`src/rtl/accum_counter_param.sv`:
```
// ============================================================================
//  Module      : accum_counter_param
//  Description : WIDTH-bit up/down step accumulator with wrap/saturate,
//                load, limit-crossing pulse and sticky overflow flag.
//  Revision    : 1.0
// ============================================================================
`default_nettype none

module accum_counter_param #(
    parameter int                WIDTH     = 32,
    parameter int                STEP_W    = 4,
    parameter int                SATURATE  = 0,
    parameter logic [WIDTH-1:0]  RESET_VAL = '0
) (
    input  logic             clk,
    input  logic             reset,
    input  logic             en,
    input  logic             up,
    input  logic [STEP_W-1:0] step,
    input  logic             load,
    input  logic [WIDTH-1:0] load_value,
    input  logic [WIDTH-1:0] limit,
    input  logic             clr_flags,
    output logic [WIDTH-1:0] count,
    output logic             at_limit,
    output logic             tc,
    output logic             ovf
);

    localparam logic [WIDTH-1:0] c_all_ones = '1;

    logic [WIDTH-1:0] count_q, count_d;
    logic             tc_q, tc_d;
    logic             ovf_q, ovf_d;

    logic [WIDTH:0]   w_step_ext;
    logic [WIDTH:0]   w_raw;
    logic             w_flow;
    logic [WIDTH-1:0] w_next;
    logic             w_step_active;
    logic             w_cross;

    // Arithmetic is done one bit wider so the MSB is carry (up) or borrow (down).
    assign w_step_ext    = {{(WIDTH + 1 - STEP_W){1'b0}}, step};
    assign w_raw         = up ? ({1'b0, count_q} + w_step_ext)
                              : ({1'b0, count_q} - w_step_ext);
    assign w_flow        = w_raw[WIDTH];
    assign w_step_active = en && (step != '0);

    always_comb begin
        w_next = w_raw[WIDTH-1:0];
        if ((SATURATE != 0) && w_flow) begin
            w_next = up ? c_all_ones : '0;
        end
    end

    // Crossing is judged on the pre-step count; starting at limit never fires.
    always_comb begin
        if (up) begin
            w_cross = (count_q < limit) && ((w_next >= limit) || w_flow);
        end else begin
            w_cross = (count_q > limit) && ((w_next <= limit) || w_flow);
        end
    end

    always_comb begin
        count_d = count_q;
        tc_d    = 1'b0;
        ovf_d   = ovf_q && !clr_flags;
        if (load) begin
            count_d = load_value;
        end else if (w_step_active) begin
            count_d = w_next;
            tc_d    = w_cross;
            if (w_flow) begin
                ovf_d = 1'b1;
            end
        end
    end

    always_ff @(posedge clk) begin
        if (!reset) begin
            count_q <= RESET_VAL;
            tc_q    <= 1'b0;
            ovf_q   <= 1'b0;
        end else begin
            count_q <= count_d;
            tc_q    <= tc_d;
            ovf_q   <= ovf_d;
        end
    end

    assign count    = count_q;
    assign tc       = tc_q;
    assign ovf      = ovf_q;
    assign at_limit = (count_q == limit);

endmodule

`default_nettype wire

```
`config.mk`:
```
export PLATFORM = sky130hd
export DESIGN_NAME = accum_counter_param
export DESIGN_NICKNAME = d
export VERILOG_FILES = /design/src/rtl/accum_counter_param.sv
export SDC_FILE = /design/constraint.sdc
export NUM_CORES = 1
export LEC_CHECK = 0
export BUFFER_PORTS_ARGS = -buffer_cell sky130_fd_sc_hd__buf_4
export CAP_MARGIN = 20
export CORE_MARGIN = 8
export CORE_UTILIZATION = 38
export CTS_CLUSTER_DIAMETER = 60
export DETAILED_ROUTE_END_ITERATION = 8
export PLACE_DENSITY = 0.69
export SYNTH_ARGS = -nofsm -noshare
export SYNTH_HDL_FRONTEND = slang
export SYNTH_SLANG_ARGS = --single-unit
```
`constraint.sdc`:
```
create_clock -name clk -period 6.1 [get_ports clk]
set_input_delay 0.305 -clock clk [delete_from_list [all_inputs] [get_ports clk]]
set_output_delay 0.305 -clock clk [all_outputs]
set_load 0.01 [all_outputs]
```
; ---- After elaboration in Yosys (flattened, before gate mapping)
; Index checks and enable logic that the tools add are counted.
[classes]
bitwise_logic = 2
addsub = 2
reduce_logical = 10
mux = 7
magnitude_cmp = 4
n_eq_ne = 1
[ops]
columns = op, count
row1 = $mux 32, 2
row2 = $add 32x4->33, 1
row3 = $mux 33, 1
row4 = $sub 32x4->33, 1
row5 = $eq 32x32->1, 1
row6 = $ge 32x32->1, 1
row7 = $gt 32x32->1, 1
row8 = $le 32x32->1, 1
row9 = $lt 32x32->1, 1
row10 = $logic_and 1x1->1, 4
row11 = $mux 1, 4
row12 = $reduce_bool 4->1, 1
row13 = $reduce_or 3->1, 1
row14 = $logic_or 1x1->1, 2
row15 = $not 1->1, 2
row16 = $reduce_bool 2->1, 1
row17 = $logic_not 1->1, 1
[totals]
regBits = 34

; ---- Longest topological paths before layout
[depth]
ltp_word = 6
mapped_depth = 24
depth_no_buf = 24

; ---- Least setup slack after synthesis
; No wires, ideal clock.
[synth_timing]
path_kind = input port to flip-flop
start = input port step[0]
end = register tc_q, in the netlist tc
t_required_ns = 6.012
n_path_buf = 0
stages = 22
t_arrival_ns = 4.501
slack_ns = 1.511
path_cell_list = inv_1 ha_1 nor3b_1 or2_2 inv_1 ha_1 and4_1 o21a_2 a21oi_2 o31a_4 o31a_1 o21bai_1 and3_1 o31a_2 ha_1 nand4_1 or2_2 nor3_1 a21oi_1 and3b_2 a31oi_1 a311oi_2
[synth_between]
elab_chain_cells = 6
elab_cells_between_ends = 14
cone_classes = 2 x add/sub / 2 x order compare / 2 x mux / 1 x bitwise / 7 x reduce/logical
[synth_rtl]
columns = element, line
row1 = "start, declared", 19  ; input logic [STEP_W-1:0] step,
row2 = $sub 32x4->33 / $add 32x4->33 (equally long branches), "46, 45"
row3 = $mux 33, 45  ; assign w_raw = up ? ({1'b0, count_q} + w_step_ext)
row4 = $le 32x32->1 / $ge 32x32->1 (equally long branches), "62, 60"
row5 = "$logic_or 1x1->1, on equally long branches", "62, 60"
row6 = "$logic_and 1x1->1, on equally long branches", "62, 60"
row7 = $mux 1, 59  ; if (up) begin
row8 = "end signal, assigned", 88  ; tc_q <= tc_d;
row9 = "end, declared", 33  ; logic tc_q, tc_d;
; Several ways; a longest one is shown, not always the timed one.
; A chain may end at the register's enable or synchronous reset.

; ---- Final worst setup path
; Same ends and word-level chain as after synthesis.

==> flow_metrics.env <==
export IMPL_path_class="in2reg"
export IMPL_period_share_pct=82.2
export IMPL_grt_overflow_total=0
export IMPL_insertion_delay_ns=0.29
export IMPL_yosysSeqAreaShare_pct=14.2
export IMPL_ys_types=60
export IMPL_required_ns=6.30
export IMPL_drc_errors=0
export IMPL_synth_area_um2=4800
export IMPL_drtPass1Iterations=4
export IMPL_powerDensity_nw_per_um2=199
export IMPL_final_cells=907
export IMPL_setup_violations=0
export IMPL_status="complete, no violations"
export IMPL_setup_tns_final_ns=0
export IMPL_skew_ns=0.00436
export IMPL_start_util_pct=38.5
export IMPL_vias_per_cell=5.45
export IMPL_crit_arrival_ns=5.21
export IMPL_ios=109
export IMPL_drt_wirelength_per_cell_um=16.6
export IMPL_slew_violations=0
export IMPL_cp_start_kind="input pin"
export IMPL_ys_ff_latch=34
export IMPL_yosys_warnings=0
export IMPL_antenna_found_initial=0
export IMPL_synth_largest_area_cell="ha_1"
export IMPL_die_area_um2=16500
export IMPL_yosys_top_cells_count="ha_1, a21oi_1, nand2_1"
export IMPL_cts_made_buffers=5
export IMPL_die_h_um=128
export IMPL_syn_instance_count=635
export IMPL_vias=4939
export IMPL_postCtsSetupRepairBufs=0
export IMPL_die_x_um=128
export IMPL_final_antenna_net_count=0
export IMPL_synth_async_sr_flop_share_pct=0
export IMPL_cts_root_buf="clkbuf_16"
export IMPL_routabilityCongestion=0.948
export IMPL_synth_edf_count=0
export IMPL_path_clk_slew_ns=0.06
export IMPL_yosysMostFrequentCell="ha_1"
export IMPL_grt_pass1_vias=4893
export IMPL_area_growth_pct=23.4
export IMPL_max_freq_mhz=199
export IMPL_worst_slew_pin_slew_ns=0.992
export IMPL_period_needed_ns=5.01
export IMPL_grt_pass1_wl_um=24700
export IMPL_coreArea_um2=12500
export IMPL_post_route_util_pct=47.5
export IMPL_hold_path_class="in2reg"
export IMPL_max_cap_violations=0
export IMPL_p_leak_nw=3.00
export IMPL_cts_resized=0
export IMPL_slew_headroom_pct=33.9
export IMPL_synth_fp_nets=808
export IMPL_htreeDepth=2
export IMPL_finalHoldViolations=0
export IMPL_grt_usage_pct=18.4
export IMPL_grt_max_degree=49
export IMPL_ctsHoldBuffers=0
export IMPL_clkSinkCount=34
export IMPL_synth_top_cell_area_share_pct=25.5
export IMPL_n_antenna_cell=0
export IMPL_synth_avg_cell_area_um2=7.56
export IMPL_nets=907
export IMPL_clockBufferDepth=2
export IMPL_drive_gt1_share_pct=19.6
export IMPL_rows=41
export IMPL_synth_flop_cell="dfxtp_1"
export IMPL_io_buffers=108
export IMPL_cts_tree="yes"
export IMPL_synth_area_leaders="ha_1, dfxtp_1, a21oi_1, nand2_1, o21ai_0"
export IMPL_ir_drop_v=0.0000973
export IMPL_dpl_hpwl_um=12100
export IMPL_dp_cells=899
export IMPL_grt_setup_unrepaired="false"
export IMPL_cp_end_kind="flop"
export IMPL_wirelength_um=15100
export IMPL_critPathMaxFanout=7
export IMPL_drt_iter0_drc=290
[cells in the final DEF (no fill, tap or decap), types with 3 or more instances in the layout]
master     netlist  layout
mux2i_1          5       5
dfxtp_1         34      34
o311a_1          4       4
o21bai_1         7       7
nor2b_1         14      13
a31o_2           3       3
o21a_1           3       3
nand3_1         14      14
clkbuf_8         2       3
nor3_1          11      11
a221oi_1         3       3
xor2_1          11      11
buf_4            0     112
nor2_1          27      27
a2bb2oi_1        3       3
o31ai_1          3       3
ha_1            98      98
nand2_1         58      58
and3_1           7       7
a211oi_1        10      10
or2_2            4       4
a21oi_1         90      90
and2_1           5       5
xnor2_1         17      17
a31oi_1          4       4
a21o_1          22      22
o211ai_1         9       9
nand4_1         17      17
clkbuf_16        0       5
inv_1           52      52
mux2_2           3       3
nor4_1           3       3
o21ai_0         40      40
[area by class of cell]
class | count | area (um2)
multi-input combinational | 529 | 3830
timing repair buffer | 112 | 841
inverter | 52 | 195
tap | 172 | 215
clock buffer | 8 | 166
sequential | 34 | 681
fill | 1230 | 6540
[where the power goes]
group          internal (W)  switching [W]  leakage (nW)  total (W)
Sequential         0.000243      0.0000271         0.282   0.000270
Combinational      0.000279       0.000341          2.63   0.000620
Clock              0.000185       0.000103        0.0832   0.000288
[critical path: stages]
cell and delay [ns]:
buf_4 0.12, inv_1 0.05, ha_1 0.16, nor3b_1 0.34, or2_2 0.22, inv_1 0.15
ha_1 0.36, a21oi_1 0.22, o21ai_0 0.21, a31o_2 0.33, a21oi_2 0.35, o211ai_1 0.24
nand3_1 0.14, nand2_1 0.07, xnor2_1 0.13, ha_1 0.30, nand4_1 0.12, or2_2 0.34
nor3_1 0.34, a21oi_1 0.14, and3b_2 0.24, a31oi_1 0.05, a311oi_2 0.29
[cell families (layout without fill, tap and decap cells)]
kind of cell / after synthesis / in the layout / share of synthesized area (%)
AND/OR/NAND/NOR: 172 / 172 / 17.6
buffers and inverters: 72 / 172 / 6.20
multiplexers: 8 / 8 / 1.75
AO/OA/AOI/OAI: 222 / 222 / 29.2
flip-flops: 34 / 34 / 14.2
adder cells (fa/ha/maj): 99 / 99 / 25.9
XOR/XNOR: 28 / 28 / 5.11
[flip-flops by register name, summed over array words and instances, names as in the netlist]
| register | count |
|---|---|
| count | 32 |
| ovf | 1 |
| tc | 1 |
[final timing paths]
kind	endpoint	slack (ns)	depth (start not counted)	startpoint
setup / recovery	tc$_SDFF_PP0_	1.09	23	step[0]
hold / removal	ovf$_SDFF_PN0_	0.21	2	clr_flags
setup reg to reg	tc$_SDFF_PP0_	1.55	18	count[0]$_SDFFE_PN0P_
hold reg to reg	ovf$_SDFF_PN0_	0.51	2	ovf$_SDFF_PN0_
[layer usage]
layer  up-vias  wire [um]  GRT usage (%)
li1       2546          -              -
met4         0        187           5.38
met5         -          0              0
met1      2257       7040           23.6
met2       123       6890           30.8
met3        13        940           3.31
[stage by stage]
| step | setup WS [ns] | hold WS [ns] | power, W | cell area, um2 |
|---|---|---|---|---|
| 2_1_floorplan | 1.51 | 0.399 | 0.000702 | 4800 |
| 3_3_place_gp | 1.07 | 0.495 | 0.000884 | 5760 |
| 3_5_place_dp | 0.869 | 0.494 | 0.000886 | 5760 |
| 4_1_cts | 1.15 | 0.202 | 0.00118 | 5930 |
| 5_1_grt | 0.682 | 0.217 | 0.00127 | 5930 |
| 6_report | 1.09 | 0.206 | 0.00118 | 5930 |
No activity file was read; power rests on OpenSTA's default activity.
